<file path="config.mk">
export PLATFORM = sky130hd
export DESIGN_NAME = uart_rx_fifo
export DESIGN_NICKNAME = d
export VERILOG_FILES = /design/src/rtl/uart_rx_fifo.sv
export SDC_FILE = /design/constraint.sdc
export NUM_CORES = 1
export LEC_CHECK = 0
export CAP_MARGIN = 20
export CELL_PAD_IN_SITES_DETAIL_PLACEMENT = 1
export CELL_PAD_IN_SITES_GLOBAL_PLACEMENT = 1
export CORE_MARGIN = 1.5
export CORE_UTILIZATION = 45
export CTS_CLUSTER_DIAMETER = 50
export DETAILED_ROUTE_END_ITERATION = 10
export PLACE_DENSITY_LB_ADDON = 0.12
export SYNTH_ARGS = -nofsm -noshare
export SYNTH_HDL_FRONTEND = slang
export SYNTH_SLANG_ARGS = --single-unit
</file>
<file path="constraint.sdc">
create_clock -name clk -period 12.4 [get_ports clk]
set_clock_uncertainty 0.1 [all_clocks]
set_input_delay 1.24 -clock clk [delete_from_list [all_inputs] [get_ports clk]]
set_output_delay 1.24 -clock clk [all_outputs]
set_load 0.02 [all_outputs]
</file>
<file path="src/rtl/uart_rx_fifo.sv">
// Buffered UART receiver: recovers frames under a runtime frame format and
// queues {frame_err, parity_err, data} entries in a show-ahead FIFO.
module uart_rx_fifo #(
  parameter int unsigned DATA_W     = 8,
  parameter int unsigned FIFO_DEPTH = 16,
  parameter int unsigned CNT_W      = 32
) (
  input  logic                               clk,
  input  logic                               rst,
  input  logic [CNT_W-1:0]                   cfg_baud_div,
  input  logic [3:0]                         cfg_data_bits,
  input  logic                               cfg_parity_en,
  input  logic                               cfg_odd_parity,
  input  logic                               cfg_two_stop,
  input  logic                               cfg_lsb_first,
  input  logic                               rx,
  output logic [DATA_W-1:0]                  rx_data,
  output logic                               rx_parity_err,
  output logic                               rx_frame_err,
  output logic                               rx_valid,
  input  logic                               rx_ready,
  output logic [$clog2(FIFO_DEPTH+1)-1:0]    fifo_level,
  output logic                               overrun,
  input  logic                               overrun_clr,
  output logic                               rx_busy
);

  localparam int unsigned PTR_W = $clog2(FIFO_DEPTH);
  localparam int unsigned LVL_W = $clog2(FIFO_DEPTH + 1);
  localparam int unsigned ENT_W = DATA_W + 2;

  localparam logic [2:0] ST_IDLE      = 3'd0;
  localparam logic [2:0] ST_START     = 3'd1;
  localparam logic [2:0] ST_DATA      = 3'd2;
  localparam logic [2:0] ST_PARITY    = 3'd3;
  localparam logic [2:0] ST_STOP1     = 3'd4;
  localparam logic [2:0] ST_STOP2     = 3'd5;
  localparam logic [2:0] ST_WAIT_IDLE = 3'd6;

  logic             rx_m, rx_s, rx_p;
  logic [2:0]       state_q, state_d;
  logic [CNT_W-1:0] cnt_q;
  logic [3:0]       bit_idx_q;
  logic [DATA_W-1:0] data_q;
  logic             par_err_q, frame_err_q;

  logic [CNT_W-1:0] sh_div_q;
  logic [3:0]       sh_bits_q;
  logic             sh_par_q, sh_odd_q, sh_two_q, sh_lsb_q;

  logic             start_edge_c, tick_c, push_c, fe_c, exp_par_c;

  logic [ENT_W-1:0] mem [FIFO_DEPTH];
  logic [PTR_W-1:0] wr_ptr_q, rd_ptr_q, rd_ptr_d;
  logic [LVL_W-1:0] count_q, count_d;
  logic [ENT_W-1:0] head_q, head_d, payload_c;
  logic             pop_c, full_c, wr_en_c, ovr_set_c;

  // Metastability guard plus one history flop for start-edge detection
  always_ff @(posedge clk) begin
    if (rst) begin
      rx_m <= 1'b1;
      rx_s <= 1'b1;
      rx_p <= 1'b1;
    end else begin
      rx_m <= rx;
      rx_s <= rx_m;
      rx_p <= rx_s;
    end
  end

  assign start_edge_c = ~rx_s & rx_p;
  assign tick_c       = (cnt_q == '0);
  assign exp_par_c    = sh_odd_q ? ~^data_q : ^data_q;

  always_comb begin
    state_d = state_q;
    push_c  = 1'b0;
    fe_c    = frame_err_q;
    case (state_q)
      ST_IDLE:   if (start_edge_c) state_d = ST_START;
      ST_START:  if (tick_c) state_d = rx_s ? ST_IDLE : ST_DATA;
      ST_DATA: begin
        if (tick_c && (bit_idx_q == sh_bits_q - 4'd1))
          state_d = sh_par_q ? ST_PARITY : ST_STOP1;
      end
      ST_PARITY: if (tick_c) state_d = ST_STOP1;
      ST_STOP1, ST_STOP2: begin
        if (tick_c) begin
          fe_c = frame_err_q | ~rx_s;
          if (state_q == ST_STOP1 && sh_two_q) begin
            state_d = ST_STOP2;
          end else begin
            push_c  = 1'b1;
            // A line still low after a bad stop is a break: swallow it once
            state_d = (fe_c && !rx_s) ? ST_WAIT_IDLE : ST_IDLE;
          end
        end
      end
      ST_WAIT_IDLE: if (rx_s) state_d = ST_IDLE;
      default:   state_d = ST_IDLE;
    endcase
  end

  always_ff @(posedge clk) begin
    if (rst) begin
      state_q     <= ST_IDLE;
      cnt_q       <= '0;
      bit_idx_q   <= '0;
      data_q      <= '0;
      par_err_q   <= 1'b0;
      frame_err_q <= 1'b0;
      sh_div_q    <= '0;
      sh_bits_q   <= '0;
      sh_par_q    <= 1'b0;
      sh_odd_q    <= 1'b0;
      sh_two_q    <= 1'b0;
      sh_lsb_q    <= 1'b0;
      rx_busy     <= 1'b0;
    end else begin
      state_q <= state_d;
      rx_busy <= (state_d != ST_IDLE);
      if (state_q == ST_IDLE && start_edge_c) begin
        cnt_q       <= cfg_baud_div >> 1;
        sh_div_q    <= cfg_baud_div;
        sh_bits_q   <= cfg_data_bits;
        sh_par_q    <= cfg_parity_en;
        sh_odd_q    <= cfg_odd_parity;
        sh_two_q    <= cfg_two_stop;
        sh_lsb_q    <= cfg_lsb_first;
        bit_idx_q   <= '0;
        data_q      <= '0;
        par_err_q   <= 1'b0;
        frame_err_q <= 1'b0;
      end else if (tick_c) begin
        cnt_q <= sh_div_q;
        case (state_q)
          ST_DATA: begin
            if (sh_lsb_q) data_q <= data_q | (DATA_W'(rx_s) << bit_idx_q);
            else          data_q <= {data_q[DATA_W-2:0], rx_s};
            bit_idx_q <= bit_idx_q + 4'd1;
          end
          ST_PARITY:          par_err_q   <= (rx_s != exp_par_c);
          ST_STOP1, ST_STOP2: frame_err_q <= fe_c;
          default: ;
        endcase
      end else begin
        cnt_q <= cnt_q - CNT_W'(1);
      end
    end
  end

  // FIFO bookkeeping; a full FIFO still accepts when a pop frees a slot
  always_comb begin
    pop_c     = (count_q != '0) & rx_ready;
    full_c    = (count_q == LVL_W'(FIFO_DEPTH));
    wr_en_c   = push_c & (~full_c | pop_c);
    ovr_set_c = push_c & full_c & ~pop_c;
    payload_c = {fe_c, par_err_q, data_q};
    rd_ptr_d  = pop_c ? rd_ptr_q + PTR_W'(1) : rd_ptr_q;
    count_d   = count_q + LVL_W'(wr_en_c) - LVL_W'(pop_c);
    head_d    = '0;
    if (count_d != '0) begin
      if (wr_en_c && (wr_ptr_q == rd_ptr_d)) head_d = payload_c;
      else                                   head_d = mem[rd_ptr_d];
    end
  end

  always_ff @(posedge clk) begin
    if (wr_en_c) mem[wr_ptr_q] <= payload_c;
  end

  always_ff @(posedge clk) begin
    if (rst) begin
      wr_ptr_q <= '0;
      rd_ptr_q <= '0;
      count_q  <= '0;
      head_q   <= '0;
      rx_valid <= 1'b0;
      overrun  <= 1'b0;
    end else begin
      if (wr_en_c) wr_ptr_q <= wr_ptr_q + PTR_W'(1);
      rd_ptr_q <= rd_ptr_d;
      count_q  <= count_d;
      head_q   <= head_d;
      rx_valid <= (count_d != '0);
      if (ovr_set_c)        overrun <= 1'b1;
      else if (overrun_clr) overrun <= 1'b0;
    end
  end

  assign fifo_level = count_q;
  assign {rx_frame_err, rx_parity_err, rx_data} = head_q;

endmodule
</file>
==> flow_metrics.tcl <==
set metrics [dict create \
    synth_simple_gate_area_share_pct 16.3 \
    p_leak_nw 5.08 \
    rows 59 \
    final.setup.tns_ns 0 \
    route.vias.total 8817 \
    multi_input_area_um2 4500 \
    hold_path_end "rx_s" \
    numCtsBuffers 36 \
    hold_start "rx_m" \
    die_h_um 166 \
    synthMuxAreaShare_pct 1.63 \
    final_hold_viol_count 0 \
    dp_hpwl_um 19700 \
    netlist_instances 1136 \
    syn-num-nets 1195 \
    outcome "complete, but fails checks" \
    ys_seq_area_share_pct 59.7 \
    pwr-share-seq_pct 37.5 \
    layout_common_cells "nand2_1 (174), edfxtp_1 (160), dfxtp_1 (118)" \
    drtAntennaViolNets 0 \
    synth_xor_area_share_pct 4.23 \
    grt_pass1_vias 9209 \
    grt_pass1_wl_um 51700 \
    layout_commonest_cell "nand2_1" \
    yosysWarnings 0 \
    worstPathArrival_ns 5.37 \
    slew_headroom_pct 28.0 \
    power_density_nw_per_um2 208 \
    rsz0062_at_grt "false" \
    post_cts_resized 0 \
    ir_worst_vdd_v 0.0000995 \
    fin_util_pct 54.2 \
    synth_edf_count 160 \
    power_frac_comb_pct 27.6 \
    synth_compound_area_share_pct 13.4 \
    drv_cap 0 \
    drt-pass1-iter-count 9 \
    path_clk_slew_ns 0.06 \
    synthAdderAreaFrac_pct 1.52 \
    drive_gt1_share_pct 9.97 \
    r2r_cells 16 \
    violations "DRC" \
    wire_per_inst_um 20.8 \
    grtUsageTotal_pct 23.8 \
    drc_errors 2 \
    swShare_pct 32.2 \
    drt-initial-drc-count 653 \
    cts-root-buf "clkbuf_16" \
    syn2layout_area_growth_pct 18.0 \
    vias_per_cell 5.69 \
    synth_top_family_by_area "simple AND/OR/NAND/NOR gates" \
    critPathRequiredTime_ns 12.71 \
    cts_tree "yes" \
    post-cts-setup-buffers 0 \
    p_int_mw 2.00 \
    finalSetupViolCount 0 \
    htreeDepth 2 \
    holdBufCountCts 0 \
    wl_um 32200 \
    min_path_type "flip-flop to flip-flop" \
    cp-end-kind "flip-flop" \
    crit_type "flip-flop to flip-flop" \
    start_util_pct 45.9 \
    io_buffers 62 \
    reg2reg_slack_ns 7.34 \
    clkPwrFrac_pct 34.9 \
    antenna_found_initial 0 \
    dieWidth_um 166 \
    globalplace.congestion 0.757 \
    syn-cell-area_um2 12000 \
    min_period_over_period_pct 40.8 \
    tightest_slew_ns 1.08 \
    hold_depth 1 \
    r2r-end "head_q[9]" \
    clock_latency_ns 0.51 \
    p_switching_mw 0.949 \
    diodes 0 \
    worstPathMaxFanout 40 \
    grt-ovfl-total 0 \
    clock_path_buffers 3 \
    crit_path_start_kind "flip-flop" \
    syn_avg_cell_area_um2 10.6 \
    cts_sinks 278 \
    slew_viol_final 0 \
    core_um2 26100 \
    synth_ff_type "edfxtp_1" \
    fin_crit_ns 5.06 \
    dieArea_um2 27700 \
    seqCellArea_um2 7170 \
    fillers 2835 \
    regToRegStartpoint "cnt_q[3]" \
    yosys.cell_types.count 66 \
    fin_nets 1248 \
    fmax_mhz 198 \
    async_reset_ff_share_pct 0 \
    io-pin-count 63 \
    grt_max_degree 73 \
    ys_ff_latch 278 \
]
-- worst max-delay path, cell delays in order, from the launching register on --
cell,delay [ns]
dfxtp_1,0.33
nor4_1,0.78
nand2_1,0.39
or4_4,0.64
or2_4,0.42
o21ai_0,0.43
nand2_1,0.11
ha_1,0.23
fa_1,0.41
a21oi_1,0.17
nor2_1,0.05
nor2_1,0.11
xnor2_1,0.10
a31oi_1,0.16
buf_4,0.24
o21ai_1,0.10
a31oi_1,0.19
-- worst max path at each step --
stage / end / start / depth (start not counted)
6_report: head_q[9] / cnt_q[3] / 16
5_1_grt: head_q[9] / cnt_q[3] / 16
4_1_cts: head_q[8] / cnt_q[5] / 16
3_5_place_dp: head_q[9] / cnt_q[5] / 16
3_3_place_gp: head_q[9] / rx_ready / 15
2_1_floorplan: head_q[2] / cnt_q[12] / 18
-- cells by family after synthesis --
family / after synthesis
simple gates: 406
compound gates: 267
mux: 17
fa+ha+maj: 14
buf+inv: 96
flops: 278
xor+xnor: 58
-- final cells by class --
type	instances	share of cell area [%]
timing repair buffer	89	5.87
multi-input combinational	762	31.8
clock inverter	19	1.47
sequential	278	50.6
clock buffer	44	6.79
tap	335	2.96
inverter	22	0.583
-- cell usage after synthesis (all sizes together) (4+ instances only) --
cell	n	area share, %
or3	7	0.40
inv	22	0.69
o211ai	23	1.4
o41ai	5	0.36
xor2	20	1.5
edfxtp	160	40
dfxtp	118	20
a31o	9	0.66
and3	11	0.57
nor2b	4	0.21
nand4	15	0.78
ha	13	1.4
buf	12	0.56
xnor2	38	2.8
nor2	55	1.7
or4	11	0.83
nor3	16	0.67
o21ai	72	3.0
nand2	174	5.4
clkbuf	62	1.9
or2	8	0.44
a32o	11	0.92
a31oi	12	0.63
nand3	70	2.9
nor4	13	0.85
a21oi	105	4.4
nand2b	9	0.47
mux2i	15	1.3
o31a	9	0.66
-- power by group through the flow --
stage | clock network (mW) | registers, mW | logic [mW]
floorplan | 0 | 1.13 | 0.578
global placement | 0 | 1.12 | 0.804
detailed placement | 0 | 1.13 | 0.817
CTS | 1.05 | 1.11 | 0.826
global route | 1.08 | 1.12 | 0.902
finish | 1.03 | 1.11 | 0.814
-- registers in the layout, summed over array words and instances (netlist names), 3 cells and up --
register / flops
mem: 160
cnt_q: 32
sh_div_q: 32
head_q: 10
data_q: 8
fifo_level: 5
bit_idx_q: 4
rd_ptr_q: 4
sh_bits_q: 4
wr_ptr_q: 4
state_q: 3
-- layer usage --
metal | track usage (%) | routed length (µm) | part of all wire (%) | up-vias
li1 | - | - | - | 4244
met1 | 29.5 | 13500 | 42 | 4337
met2 | 42.7 | 16500 | 51 | 177
met3 | 3.15 | 1230 | 3.8 | 59
met4 | 8.46 | 992 | 3.1 | 0
met5 | 0 | 0 | 0 | -
-- metrics by stage --
stage | power, mW | cells | hold slack [ns] | setup WS (ns) | cell area, µm²
6_report | 2.95 | 1549 | 0.315 | 7.34 | 14200
5_1_grt | 3.10 | 1549 | 0.333 | 6.91 | 14200
4_1_cts | 2.98 | 1545 | 0.315 | 7.26 | 14100
3_5_place_dp | 1.94 | 1482 | 0.329 | 7.28 | 13000
3_3_place_gp | 1.93 | 1480 | 0.291 | 7.49 | 12900
2_1_floorplan | 1.70 | 1136 | 0.289 | 7.84 | 12000
(Power assumes the default switching activity.)
